File: config.mk
export PLATFORM = sky130hd
export DESIGN_NAME = chart_sequencer_flat
export DESIGN_NICKNAME = d
export VERILOG_FILES = /design/src/rtl/chart_pkg.sv /design/src/rtl/chart_sequencer_if.sv /design/src/rtl/chart_sequencer_step_timer.sv /design/src/rtl/chart_sequencer.sv /design/src/flat_wrapper.sv
export SDC_FILE = /design/constraint.sdc
export NUM_CORES = 1
export LEC_CHECK = 0
export BUFFER_PORTS_ARGS = -buffer_cell sky130_fd_sc_hd__buf_2
export CAP_MARGIN = 20
export CORE_UTILIZATION = 40
export CTS_BUF_LIST = sky130_fd_sc_hd__clkbuf_4 sky130_fd_sc_hd__clkbuf_8
export DETAILED_ROUTE_END_ITERATION = 8
export SETUP_SLACK_MARGIN = 0.05
export SYNTH_ARGS = -nofsm -noshare
export SYNTH_HDL_FRONTEND = slang
export SYNTH_HIERARCHICAL = 1
export SYNTH_SLANG_ARGS = --single-unit
File: constraint.sdc
create_clock -name clk -period 5 [get_ports clk]
set_input_delay 0.5 -clock clk [delete_from_list [all_inputs] [get_ports clk]]
set_output_delay 0.5 -clock clk [all_outputs]
set_load 0.05 [all_outputs]
File: src/rtl/chart_pkg.sv
// Shared chart definitions: ROM geometry, end-of-chart marker, sequencer states
// and word helpers used by the chart ROM, the sequencer and the scroll engine.
package chart_pkg;

  localparam int ADDR_W = 8;
  localparam int DATA_W = 16;
  localparam int LANES  = 4;

  localparam logic [DATA_W-1:0] END_WORD  = 16'hFFFF;
  localparam logic [ADDR_W-1:0] ADDR_LAST = {ADDR_W{1'b1}};

  typedef enum logic [1:0] {
    ST_IDLE,
    ST_FETCH,
    ST_WAIT,
    ST_DONE
  } seq_state_t;

  function automatic logic [LANES-1:0] laneMask(input logic [DATA_W-1:0] word);
    return word[LANES-1:0];
  endfunction

  function automatic logic isEndWord(input logic [DATA_W-1:0] word);
    return word == END_WORD;
  endfunction

endpackage

File: src/rtl/chart_sequencer_if.sv
// Bundle of control, chart-ROM and note-handshake signals around the sequencer;
// master is the sequencer side, slave is the ROM/consumer/controller side.
interface chart_sequencer_if;
  import chart_pkg::*;

  logic              start;
  logic              abort;
  logic              pause;
  logic [ADDR_W-1:0] rom_addr;
  logic [DATA_W-1:0] rom_data;
  logic              note_valid;
  logic [LANES-1:0]  note_lanes;
  logic              note_ready;
  logic [ADDR_W-1:0] step_index;
  logic              playing;
  logic              done;
  logic              overrun;

  modport master (
    input  start, abort, pause, rom_data, note_ready,
    output rom_addr, note_valid, note_lanes, step_index, playing, done, overrun
  );

  modport slave (
    output start, abort, pause, rom_data, note_ready,
    input  rom_addr, note_valid, note_lanes, step_index, playing, done, overrun
  );

endinterface

File: src/rtl/chart_sequencer_step_timer.sv
// Step timer: counts enabled cycles and pulses tick on the last one, then restarts.
// TICKS_PER_STEP must be at least 2; the FETCH cycle accounts for the remaining one.
module step_timer #(
  parameter int TICKS_PER_STEP = 6_250_000
) (
  input  logic clk,
  input  logic rst_n,
  input  logic clear,
  input  logic en,
  output logic tick
);

  localparam int CNT_W = $clog2(TICKS_PER_STEP);
  localparam logic [CNT_W-1:0] CNT_LAST = CNT_W'(TICKS_PER_STEP - 2);

  logic [CNT_W-1:0] r_count;

  assign tick = en && (r_count == CNT_LAST);

  always_ff @(posedge clk or negedge rst_n) begin
    if (!rst_n) begin
      r_count <= '0;
    end else if (clear || tick) begin
      r_count <= '0;
    end else if (en) begin
      r_count <= r_count + CNT_W'(1);
    end
  end

endmodule

File: src/rtl/chart_sequencer.sv
// Chart sequencer: walks the chart ROM one step per timer period and presents
// each non-rest word as a lane-mask note event on a valid/ready handshake.
module chart_sequencer
  import chart_pkg::*;
#(
  parameter int TICKS_PER_STEP = 6_250_000
) (
  input  logic              clk,
  input  logic              rst_n,
  chart_sequencer_if.master bus
);

  seq_state_t        r_state;
  seq_state_t        w_stateNext;
  logic [ADDR_W-1:0] r_romAddr;
  logic [ADDR_W-1:0] w_romAddrNext;
  logic              r_noteValid;
  logic [LANES-1:0]  r_noteLanes;
  logic [ADDR_W-1:0] r_stepIndex;
  logic              r_overrun;

  logic              w_tick;
  logic              w_timerEn;
  logic              w_timerClear;
  logic              w_startAccept;
  logic              w_noteLoad;
  logic [LANES-1:0]  w_fetchMask;

  assign w_fetchMask = laneMask(bus.rom_data);
  assign w_timerEn   = (r_state == ST_WAIT) && !bus.pause;

  step_timer #(
    .TICKS_PER_STEP(TICKS_PER_STEP)
  ) u_stepTimer (
    .clk   (clk),
    .rst_n (rst_n),
    .clear (w_timerClear),
    .en    (w_timerEn),
    .tick  (w_tick)
  );

  always_ff @(posedge clk or negedge rst_n) begin
    if (!rst_n) begin
      r_state <= ST_IDLE;
    end else begin
      r_state <= w_stateNext;
    end
  end

  // Abort outranks everything, including a simultaneous start.
  always_comb begin
    w_stateNext   = r_state;
    w_romAddrNext = r_romAddr;
    w_timerClear  = 1'b0;
    w_startAccept = 1'b0;
    w_noteLoad    = 1'b0;
    if (bus.abort) begin
      w_stateNext   = ST_IDLE;
      w_romAddrNext = '0;
      w_timerClear  = 1'b1;
    end else begin
      case (r_state)
        ST_IDLE, ST_DONE: begin
          if (bus.start) begin
            w_startAccept = 1'b1;
            w_stateNext   = ST_FETCH;
            w_romAddrNext = '0;
            w_timerClear  = 1'b1;
          end
        end
        ST_FETCH: begin
          if (isEndWord(bus.rom_data)) begin
            w_stateNext = ST_DONE;
          end else begin
            w_stateNext = ST_WAIT;
            w_noteLoad  = (w_fetchMask != '0);
          end
        end
        ST_WAIT: begin
          if (w_tick) begin
            if (r_romAddr == ADDR_LAST) begin
              w_stateNext = ST_DONE;
            end else begin
              w_stateNext   = ST_FETCH;
              w_romAddrNext = r_romAddr + ADDR_W'(1);
            end
          end
        end
        default: begin
          w_stateNext   = ST_IDLE;
          w_romAddrNext = '0;
          w_timerClear  = 1'b1;
        end
      endcase
    end
  end

  // A freshly fetched note always replaces the pending one; overrun records
  // that the replaced note was never accepted.
  always_ff @(posedge clk or negedge rst_n) begin
    if (!rst_n) begin
      r_romAddr   <= '0;
      r_noteValid <= 1'b0;
      r_noteLanes <= '0;
      r_stepIndex <= '0;
      r_overrun   <= 1'b0;
    end else begin
      r_romAddr <= w_romAddrNext;
      if (bus.abort) begin
        r_noteValid <= 1'b0;
      end else if (w_noteLoad) begin
        r_noteValid <= 1'b1;
        r_noteLanes <= w_fetchMask;
        r_stepIndex <= r_romAddr;
        if (r_noteValid && !bus.note_ready) begin
          r_overrun <= 1'b1;
        end
      end else if (r_noteValid && bus.note_ready) begin
        r_noteValid <= 1'b0;
      end
      if (w_startAccept) begin
        r_overrun <= 1'b0;
      end
    end
  end

  assign bus.rom_addr   = r_romAddr;
  assign bus.note_valid = r_noteValid;
  assign bus.note_lanes = r_noteLanes;
  assign bus.step_index = r_stepIndex;
  assign bus.overrun    = r_overrun;
  assign bus.playing    = (r_state == ST_FETCH) || (r_state == ST_WAIT);
  assign bus.done       = (r_state == ST_DONE);

endmodule

File: src/flat_wrapper.sv
// flat-port wrapper written by rule: the top's interface ports become plain ports
module chart_sequencer_flat import chart_pkg::*;
#(
  parameter int TICKS_PER_STEP = 6_250_000
)
  (clk, rst_n, bus_start, bus_abort, bus_pause, bus_rom_data, bus_note_ready, bus_rom_addr, bus_note_valid, bus_note_lanes, bus_step_index, bus_playing, bus_done, bus_overrun);
  chart_sequencer_if bus_i ();
  input  logic clk;
  input  logic rst_n;
  input wire logic [$bits(bus_i.start)-1:0] bus_start;
  input wire logic [$bits(bus_i.abort)-1:0] bus_abort;
  input wire logic [$bits(bus_i.pause)-1:0] bus_pause;
  input wire logic [$bits(bus_i.rom_data)-1:0] bus_rom_data;
  input wire logic [$bits(bus_i.note_ready)-1:0] bus_note_ready;
  output wire logic [$bits(bus_i.rom_addr)-1:0] bus_rom_addr;
  output wire logic [$bits(bus_i.note_valid)-1:0] bus_note_valid;
  output wire logic [$bits(bus_i.note_lanes)-1:0] bus_note_lanes;
  output wire logic [$bits(bus_i.step_index)-1:0] bus_step_index;
  output wire logic [$bits(bus_i.playing)-1:0] bus_playing;
  output wire logic [$bits(bus_i.done)-1:0] bus_done;
  output wire logic [$bits(bus_i.overrun)-1:0] bus_overrun;
  assign bus_i.start = bus_start;
  assign bus_i.abort = bus_abort;
  assign bus_i.pause = bus_pause;
  assign bus_i.rom_data = bus_rom_data;
  assign bus_i.note_ready = bus_note_ready;
  assign bus_rom_addr = bus_i.rom_addr;
  assign bus_note_valid = bus_i.note_valid;
  assign bus_note_lanes = bus_i.note_lanes;
  assign bus_step_index = bus_i.step_index;
  assign bus_playing = bus_i.playing;
  assign bus_done = bus_i.done;
  assign bus_overrun = bus_i.overrun;
  chart_sequencer #(.TICKS_PER_STEP(TICKS_PER_STEP)) u_core (.clk(clk), .rst_n(rst_n), .bus(bus_i));
endmodule
# --- Word level (Yosys, flattened, before mapping) ---
# Cells that the tools add are included.
totals:
  register_bits: 47
  out_inout_bits: 24
  elab_cells: 67
op_classes:
  add_sub_neg: 2
  eq_ne: 10
  n_mux: 27
  bitwise: 1
  reduce_logical: 20
op_table:
  columns: ["operator", "n"]
  rows:
  - ["2-to-1 mux 23 bit", 2]
  - ["2-to-1 mux 8 bit", 4]
  - ["adder 23 x 1 -> 23 bit, second input constant", 1]
  - ["== test 23 bit, second input constant", 1]
  - ["== test 16 bit, second input constant", 1]
  - ["one-hot mux 8 bit (2 select lines)", 1]
  - ["2-to-1 mux 1 bit", 15]
  - ["!= test 3 bit, second input constant", 3]
  - ["adder 8 x 1 -> 8 bit, second input constant", 1]
  - ["== test 8 bit, second input constant", 1]
  - ["2-to-1 mux 2 bit", 4]
  - ["one-hot mux 2 bit (3 select lines)", 1]
  - ["nonzero test 2 bit", 3]
  - ["nonzero test 3 bit", 2]
  - ["== test 2 bit, second input constant", 2]
  - ["logical AND 1 bit", 4]
  - ["AND reduction 2 bit", 2]
  - ["AND reduction 4 bit", 1]
  - ["nonzero test 4 bit", 1]
  - ["AND reduction 3 bit", 1]
  - ["== test 2 x 1 -> 1 bit, second input constant", 1]
  - ["zero test 1 bit", 2]
  - ["zero test 2 bit", 1]
  - ["logical OR 1 bit", 2]
  - ["3 further kinds", 3]

# --- Longest topological paths before layout ---
# Gate-level depths: netlist of the first run.
depth:
  ltp_word: 7
  mapped_depth: 12
  depth_no_buf: 10

# --- Cells and area by module ---
# Netlist of the first run, hierarchy kept.
modules_own_cells:
  columns: ["mod", "n_inst", "cells_each", "area_each_um2"]
  rows:
  - ["step_timer", 1, 134, 1303.8]
  - ["chart_sequencer", 1, 112, 1262.5]

# --- Worst setup path after synthesis of the first run ---
# OpenSTA, ideal clock, no wires.
synth_timing:
  path_type: "register -> register"
  start: "reg u_core.r_state[0]"
  end: "reg u_core.r_romAddr[3], in the netlist u_core/bus.rom_addr[3]"
  setup_time_ns: 0.082
  t_arrival_ns: 2.261
  required_time_ns: 4.918
  path_slack_ns: 2.657
  stages_incl_launch_ff: 13
  n_path_buf: 2
  path_cell_list: "dfrtp_1 inv_1 ha_1 nor2b_1 buf_2 and3_1 nand4_1 nor4_1 inv_1 a2bb2oi_1 clkbuf_1 a41oi_1 a31oi_1"
synth_via:
  elab_chain_cells: 5
  word_cells_on_any_way: 13
synth_rtl:
  columns: ["element", "line_no", "text"]
  rows:
  - ["start, declared", "chart_sequencer.sv:13", "seq_state_t r_state;"]
  - ["start signal, assigned", "chart_sequencer.sv:46", "r_state <= w_stateNext;"]
  - ["== test 2 bit", "chart_sequencer.sv:30", "assign w_timerEn = (r_state == ST_WAIT) && !bus.pause;"]
  - ["logical AND 1 bit", "chart_sequencer.sv:30", null]
  - ["via u_core.w_timerEn", "chart_sequencer.sv:23", "logic w_timerEn;"]
  - ["logical AND 1 bit", "chart_sequencer_step_timer.sv:18", "assign tick = en && (r_count == CNT_LAST);"]
  - ["via u_core.w_tick", "chart_sequencer.sv:22", "logic w_tick;"]
  - ["!= test 3 bit (no line)", null, null]
  - ["AND reduction 4 bit (no line)", null, null]
  - ["end signal, assigned", "chart_sequencer.sv:108", "r_romAddr <= w_romAddrNext;"]
  - ["end, declared", "chart_sequencer.sv:15", "logic [ADDR_W-1:0] r_romAddr;"]
# The timed path passes the listed nets, and every way through them passes these cells.
# A chain may end at the register's enable or synchronous reset.

# --- Worst setup path in the final report of the first run ---
layout_timing:
  start: "reg u_core.r_state[0]"
  end: "reg u_core.r_romAddr[1], in the netlist u_core/bus.rom_addr[1]"
# Same word-level chain as after synthesis.

==> flow_summary.yaml, run 1 <==
synthesis:
  synthArstFlopShare: 1.00
  syn_avg_cell_area_um2: 10.4
  synth.most_common_cell: "dfrtp_1"
  yosys-top-cells-count: "dfrtp_1, nor2_1, nand2_1"
  syn-cell-area_um2: 2570
  synth_top_area_cell: "dfrtp_1"
  synth_nets: 274
  seq_area_frac_synth: 0.458
  netlist-cell-type-count: 51
  synth_top_area_share: 0.458
  synth_flop_cell: "dfrtp_1"
  netlist_top_cells_area: "dfrtp_1, mux2_4, xor2_1"
  ys.warnings.count: 6
  synth_edf_count: 0
  netlist_instances: 246
  ys_ff_latch: 47
clock_tree:
  hold_buffers: 0
  cts_setup_buffers: 0
  cts_resized: 0
  clk_pin_slew_ns: 0.09
  cts_buffers: 5
  cts_tree: "yes"
  cts_num_sinks: 47
  clock_path_buffers: 2
  h-tree-depth: 2
  clock-root-buffer: "clkbuf_8"
  clkLatencyLatePin_ns: 0.30
setup_path:
  cp_data_required_time_ns: 5.23
  critPathKind: "reg -> reg"
  crit_fanout: 11
  start_kind: "register"
  arrival_ns: 3.65
  endpoint_kind: "register"
  reg2reg_slack_ns: 1.58
  rr_startpoint: "u_core/r_state[0]"
  startpoint: "u_core/r_state[0]"
die:
  die_y_um: 82.1
  die-area_um2: 6740
  io_pins: 46
  rows: 28
  die_x_um: 82.1
  start_util: 0.423
  core_um2: 6060
sta:
  period_share: 0.684
  timing.final.hold_violations: 0
  grt_setup_unrepaired: "false"
  tns_ns: 0
  fin_crit_ns: 3.42
  fmax_mhz: 292
  worstMarginPinSlew_ns: 0.974
  fin_skew_ns: 0.00671
  setup_viol: 0
  slew_headroom: 0.350
  fin_ws_ns: 1.58
  slew_viol_final: 0
cells_and_area:
  num_antenna_cells: 0
  fill_cells: 577
  nets: 317
  multiInputGateArea_um2: 1290
  final-seq-area_um2: 1180
  area_delta_synth_final_pct: 14.5
  drive_gt1_frac: 0.259
global_route:
  grt_pass1_wl_mm: 9.18
  grt_pass1_vias: 1933
  grt_antenna_before_repair: 0
  grt_use_total: 0.177
  overflow: 0
  grt_max_degree: 48
placement:
  port_buffers: 45
  dp_hpwl_mm: 3.85
  pre_cts_ws_ns: 1.60
  place.gp.congestion: 0.759
route:
  routed.top_layer: "met4"
  met1_length_mm: 2.83
  met2RoutedLength_mm: 2.41
  drc: 0
  dr.pass1.iters: 4
  final_antenna_net_count: 0
  drt_wl_total_mm: 5.56
  vias: 2078
  wl_per_cell_um: 15.2
  routed-wl-met3_um: 261
  via_per_inst: 5.69
  drt_iter0_drc: 81
flow_run:
  maxCapViolations: 0
status:
  status: "finished, final reports clean"
worst_hold_path:
  hold_path_class: "in -> async"
power:
  ir_drop_mv: 0.239
  power_density_nw_per_um2: 296
  leakage_nw: 1.32
  power_mw: 0.871
## state kept, by name, summed over array words and instances, names as in the netlist
register	count
u_core/bus.note_lanes	4
u_core/bus.note_valid	1
u_core/bus.overrun	1
u_core/bus.rom_addr	8
u_core/bus.step_index	8
u_core/r_state	2
u_core/u_stepTimer/r_count	23
## power by group
group | internal [mW] | leakage, nW | switching, mW
Clock | 0.132 | 0.0549 | 0.125
Sequential | 0.401 | 0.645 | 0.0134
Combinational | 0.0591 | 0.616 | 0.140
## per-layer routing
metal  up-vias  track usage
met1      1023        0.253
met4         0       0.0544
met2        46        0.266
met5         -            0
li1       1003            -
met3         6       0.0374
## cell type report
cell class,instances,area share
flip-flops and latches,47,0.400
repair buffers,46,0.0835
inverters,8,0.0102
well taps,75,0.0319
multi-input cells,181,0.439
clock buffers,8,0.0353
## per-stage QoR
stage | area (um2) | hold slack, ns | cells | util
detailed placement | 2810 | 0.476 | 356 | 0.464
finish | 2940 | 0.0919 | 365 | 0.485
global placement | 2810 | 0.468 | 356 | 0.464
CTS | 2920 | 0.435 | 364 | 0.481
floorplan | 2570 | 0.204 | 246 | -
global route | 2940 | 0.100 | 365 | 0.485
## cells by family (layout without fill, tap and decap cells)
logic type	count (synthesis)	in the layout	share of synthesized area
AND/OR/NAND/NOR	103	103	0.241
adder cells (fa/ha/maj)	6	6	0.0293
buffers and inverters	18	62	0.0410
AO/OA/AOI/OAI	48	48	0.124
flip-flops	47	47	0.458
multiplexers	13	13	0.0692
XOR/XNOR	11	11	0.0375
## critical path, cell delays in order (launching register included)
cell	delay (ns)
dfrtp_1	0.42
inv_1	0.07
ha_1	0.21
nor2b_1	0.49
and3_1	0.33
nand4_1	0.11
nor4_1	0.27
inv_1	0.08
a2bb2oi_1	0.66
a31o_1	0.46
mux2i_1	0.24
## path summary, 6_finish.rpt
kind / end / cells after the start
setup / recovery: u_core/bus.rom_addr[1] / 10
hold / removal: u_core/u_stepTimer/r_count[15] / 1
max in group asynchronous: u_core/bus.overrun / 2
min in group clk: u_core/bus.note_lanes[1] / 2
setup reg to reg: u_core/bus.rom_addr[1] / 10
hold reg to reg: u_core/bus.step_index[0] / 1
## cell usage in the layout (no fill, tap or decap), types with 7 or more instances in the layout
cell type,n
a21oi_1,10
buf_2,45
clkbuf_8,7
dfrtp_1,47
inv_1,8
mux2_4,9
nand2_1,16
nand3_1,13
nand4_1,13
nor2_1,18
o21ai_0,8
xor2_1,10
(Power assumes the default switching activity.)
==> run 2: changes to the inputs <==
==> constraint.sdc (replaced) <==
create_clock -name clk -period 3.51 [get_ports clk]
set_input_delay 0.351 -clock clk [delete_from_list [all_inputs] [get_ports clk]]
set_output_delay 0.351 -clock clk [all_outputs]
set_load 0.05 [all_outputs]
==> run 2 against run 1 <==
Compared with the run above: routed wire length increased by 0.38%; register-to-register slack got worse by 0.87 ns; clock power grew 86%; global-route usage increased by 0.21 points; total power up 56%; critical path type unchanged; largest cell class unchanged; via count decreased by 2.1%; hold slack got worse by 0.083 ns; worst setup slack worse by 0.87 ns; combinational power is 47% higher; critical endpoint unchanged; count of clock-buffer cells in the layout is 2 lower; flip-flop and latch count unchanged.
==> flow_summary.yaml, run 2 (same netlist as run 1, synthesis figures left out) <==
placement:
  place.gp.congestion: 0.849
  dp_hpwl_mm: 3.95
  port_buffers: 45
  dpl_cell_area_um2: 2840
  pre_cts_ws_ns: 0.760
clock_tree:
  cts_resized: 0
  h-tree-depth: 2
  clock_path_buffers: 2
  cts_num_sinks: 47
  clock-root-buffer: "clkbuf_8"
  cts_buffers: 5
  cts_tree: "yes"
  clk_pin_slew_ns: 0.09
  hold_buffers: 0
  cts_setup_buffers: 0
  clkLatencyLatePin_ns: 0.31
power:
  comb_power_share: 0.215
  leakage_nw: 1.35
  seqPwrFrac: 0.433
  p_int_mw: 0.954
  power_density_nw_per_um2: 454
  ir_drop_mv: 0.337
  pwr-share-clk: 0.352
  swShare: 0.299
  p_sw_mw: 0.407
worst_hold_path:
  hold_path_class: "in -> async"
setup_path:
  arrival_ns: 3.03
  crit_chain: "inv_1, ha_1, nor2b_1, buf_4, and3_1, nand4_1, nor4_1, inv_1, a2bb2oi_1, buf_4, a31o_1, mux2i_1"
  critPathKind: "reg -> reg"
  max_stage_delay_ns: 0.44
  cp_data_required_time_ns: 3.74
  endpoint_kind: "register"
  crit_fanout: 11
  startpoint: "u_core/r_state[0]"
  start_kind: "register"
  slowest_stage: "dfrtp_1"
  rr_startpoint: "u_core/r_state[0]"
route:
  dr.pass1.iters: 4
  vias: 2034
  wl_per_cell_um: 15.1
  drt_iter0_drc: 100
  drc: 0
  final_antenna_net_count: 0
  drt_wl_total_mm: 5.58
  via_per_inst: 5.51
sta:
  fin_crit_ns: 2.80
  setup_viol: 0
  fmax_mhz: 357
  fin_skew_ns: 0.0111
  timing.final.hold_violations: 0
  grt_setup_unrepaired: "false"
  fin_ws_ns: 0.710
  tns_ns: 0
  worstMarginPinSlew_ns: 0.832
  period_share: 0.798
  slew_headroom: 0.444
  slew_viol_final: 0
flow_run:
  maxCapViolations: 0
cells_and_area:
  final_area_um2: 3000
  utilization: 0.494
  largest_reg_flops: 23
  num_antenna_cells: 0
  nets: 321
  final_cell_mix: "dfrtp_1, buf_2, nor2_1, nand2_1"
  max_flop_register: "u_core/u_stepTimer/r_count"
  final_common_cell: "dfrtp_1"
  area_delta_synth_final_pct: 16.8
  drive_gt1_frac: 0.265
global_route:
  overflow: 0
  grt_use_total: 0.179
  grt_pass1_vias: 1861
  grt_pass1_wl_mm: 9.16
  grt_max_degree: 48
  grt_antenna_before_repair: 0
status:
  status: "finished, final reports clean"
die:
  die_y_um: 82.1
  rows: 28
  start_util: 0.423
  io_pins: 46
  die-area_um2: 6740
  die_x_um: 82.1
  core_um2: 6060
==> run 2: power groups by stage <==
stage	combinational (mW)	sequential (mW)	clock, mW
6_report	0.293	0.590	0.479
3_3_place_gp	0.290	0.599	0
2_1_floorplan	0.119	0.696	0
3_5_place_dp	0.292	0.602	0
5_1_grt	0.314	0.594	0.511
4_1_cts	0.293	0.591	0.488
==> run 2: metal layers <==
| layer | wire length [um] | track usage | vias up |
|---|---|---|---|
| met5 | 0 | 0 | - |
| met4 | 68 | 0.0526 | 0 |
| met3 | 251 | 0.0396 | 6 |
| met2 | 2440 | 0.264 | 40 |
| met1 | 2820 | 0.261 | 973 |
| li1 | - | - | 1015 |
==> run 2: area by class of cell <==
class	instances	area, um2
Tap cell	75	93.8
Multi-Input combinational cell	181	1280
Fill cell	572	3060
Sequential cell	47	1180
Timing Repair Buffer	50	275
Inverter	8	30.0
Clock inverter	2	60.1
Clock buffer	6	76.3
==> run 2: worst paths after layout <==
path                                                  to  slack, ns  depth (start not counted)
hold reg to reg                 u_core/bus.step_index[1]       0.49                          1
hold / removal                    u_core/bus.rom_addr[1]      0.008                          1
min in group clk                u_core/bus.note_lanes[1]       0.30                          2
setup reg to reg                  u_core/bus.rom_addr[1]       0.71                         12
max in group asynchronous  u_core/u_stepTimer/r_count[0]       2.99                          2
setup / recovery                  u_core/bus.rom_addr[1]       0.71                         12
==> run 2: metrics by stage <==
stage / std cells / power, mW / hold WS [ns]
2_1_floorplan: 246 / 0.814 / 0.0554
3_3_place_gp: 360 / 0.889 / 0.469
5_1_grt: 369 / 1.42 / 0.0399
6_report: 369 / 1.36 / 0.00846
4_1_cts: 368 / 1.37 / 0.276
3_5_place_dp: 360 / 0.893 / 0.474
==> run 2: critical path, delay by kind of cell (launching register included) <==
family | cells | cell delay (ns)
flops | 1 | 0.44
fa+ha+maj | 1 | 0.22
buf+inv | 4 | 0.52
mux | 1 | 0.22
simple gates | 4 | 0.85
compound gates | 2 | 0.49
==> run 3: changes to the inputs <==
==> constraint.sdc (replaced) <==
create_clock -name clk -period 2.4 [get_ports clk]
set_input_delay 0.24 -clock clk [delete_from_list [all_inputs] [get_ports clk]]
set_output_delay 0.24 -clock clk [all_outputs]
set_load 0.05 [all_outputs]
==> run 3 against run 2 <==
Compared with the run above: sequential share of layout area is 0.82 points lower; non-clock buffer count is 8 higher; critical path type unchanged; final area is 2.1% higher; combinational power is 54% higher; clock skew is 0.0054 ns lower; total power is 42% higher; routed wire length is 3.7% higher; die area stayed put; hold slack better by 0.18 ns; highest routed layer unchanged.
==> flow_summary.yaml, run 3 (same netlist as run 1, synthesis figures left out) <==
cells_and_area:
  num_antenna_cells: 0
  utilization: 0.505
  final_common_cell: "dfrtp_1"
  largest_reg_flops: 23
  drive_gt1_frac: 0.295
  final_cell_mix: "dfrtp_1, buf_2, nor2_1, nand2_1"
  nets: 329
  max_flop_register: "u_core/u_stepTimer/r_count"
  area_delta_synth_final_pct: 19.3
  stdcell_count: 377
worst_hold_path:
  hold_end: "u_core/bus.note_lanes[1]"
  worstHoldPathCells: 2
  hp-start: "bus_rom_data[1]"
  hold_path_class: "in -> reg"
die:
  rows: 28
  io_pins: 46
  core_um2: 6060
  die_y_um: 82.1
  start_util: 0.423
  die-area_um2: 6740
  die_x_um: 82.1
setup_path:
  rr_startpoint: "u_core/r_state[0]"
  rr_worst_depth: 11
  crit_fanout: 10
  cp_top_family: "simple AND/OR/NAND/NOR gates"
  start_kind: "register"
  arrival_ns: 2.34
  cp_num_buf_inv: 3
  cp_common_cell: "inv_1"
  max_stage_delay_ns: 0.38
  reg2reg_slack_ns: 0.29
  startpoint: "u_core/r_state[0]"
  r2r_end: "u_core/bus.rom_addr[6]"
  slowest_stage: "dfrtp_1"
  crit_chain: "inv_1, ha_1, nor2b_4, and3_1, nand4_1, nor4_2, inv_1, a2bb2oi_2, buf_6, a41oi_1, a31oi_1"
  cp_data_required_time_ns: 2.63
  critPathKind: "reg -> reg"
  endpoint_kind: "register"
sta:
  period_share: 0.879
  worstMarginPinSlew_ns: 0.830
  tns_ns: 0
  slew_headroom: 0.446
  slew_viol_final: 0
  fin_skew_ns: 0.00569
  setup_viol: 0
  timing.final.hold_violations: 0
  hold_slack_ns: 0.184
  fmax_mhz: 474
  grt_setup_unrepaired: "true"
  fin_crit_ns: 2.11
clock_tree:
  clock_path_buffers: 2
  cts_num_sinks: 47
  cts_buffers: 5
  clock-root-buffer: "clkbuf_8"
  h-tree-depth: 2
  clkLatencyLatePin_ns: 0.31
  clk_pin_slew_ns: 0.09
  cts_setup_buffers: 0
  cts_tree: "yes"
placement:
  dp_hpwl_mm: 4.05
  place_inst: 368
  place.gp.congestion: 0.761
  port_buffers: 45
global_route:
  grt_use_total: 0.188
  grt_pass1_vias: 1926
  grt_max_degree: 20
  grt_antenna_before_repair: 0
  overflow: 0
  grt_pass1_wl_mm: 9.43
power:
  leakage_nw: 1.38
  ir_drop_mv: 0.462
  power_density_nw_per_um2: 630
status:
  status: "finished, final reports clean"
route:
  wl_per_cell_um: 15.4
  via_per_inst: 5.65
  final_antenna_net_count: 0
  drc: 0
  drt_wl_total_mm: 5.79
  dr.pass1.iters: 4
  vias: 2129
  drt_iter0_drc: 118
flow_run:
  maxCapViolations: 0
-- run 3: per-stage QoR --
| step | instance area [um2] | power [mW] | worst slack [ns] |
|---|---|---|---|
| 6_report | 3060 | 1.93 | 0.290 |
| 5_1_grt | 3060 | 2.02 | 0.0495 |
| 4_1_cts | 3030 | 1.94 | 0.109 |
| 3_5_place_dp | 2900 | 1.31 | 0.131 |
| 3_3_place_gp | 2900 | 1.31 | 0.213 |
| 2_1_floorplan | 2570 | 1.19 | 0.0566 |
-- run 3: how the worst max path moves through the flow --
stage | endpoint | slack (ns) | cells after the start
after floorplan | u_core/bus.rom_addr[3] | 0.06 | 12
final | u_core/bus.rom_addr[6] | 0.29 | 11
after global placement | u_core/bus.rom_addr[1] | 0.21 | 10
after global routing | u_core/bus.rom_addr[1] | 0.05 | 10
after detailed placement | u_core/bus.rom_addr[1] | 0.13 | 10
after CTS | u_core/bus.rom_addr[1] | 0.11 | 10
-- run 3: cell type report --
type,count,area (um2)
clock buffer,6,82.6
clock inverter,2,35.0
fill,564,3000
inverter,8,30.0
multi-input combinational,181,1310
sequential,47,1180
tap,75,93.8
timing repair buffer,58,329
-- run 3: per-layer routing --
metal  GRT usage  vias to the layer above  wire (um)
met3      0.0385                        6        257
met4      0.0684                        0         74
li1            -                     1026          -
met1       0.283                     1052       3010
met5           0                        -          0
met2       0.261                       45       2450
-- run 3: what timing repair did --
| action | in CTS | in global routing |
|---|---|---|
| setup endpoints to repair | 0 | 11 |
| hold buffers | 1 | 0 |
| resized for setup | 0 | 7 |
| endpoints found under the hold margin | 14 | 0 |
-- run 3: power by group --
| part | internal (mW) | switching, mW |
|---|---|---|
| sequential | 0.836 | 0.0234 |
| clock | 0.338 | 0.282 |
| combinational | 0.146 | 0.304 |
| total | 1.32 | 0.610 |
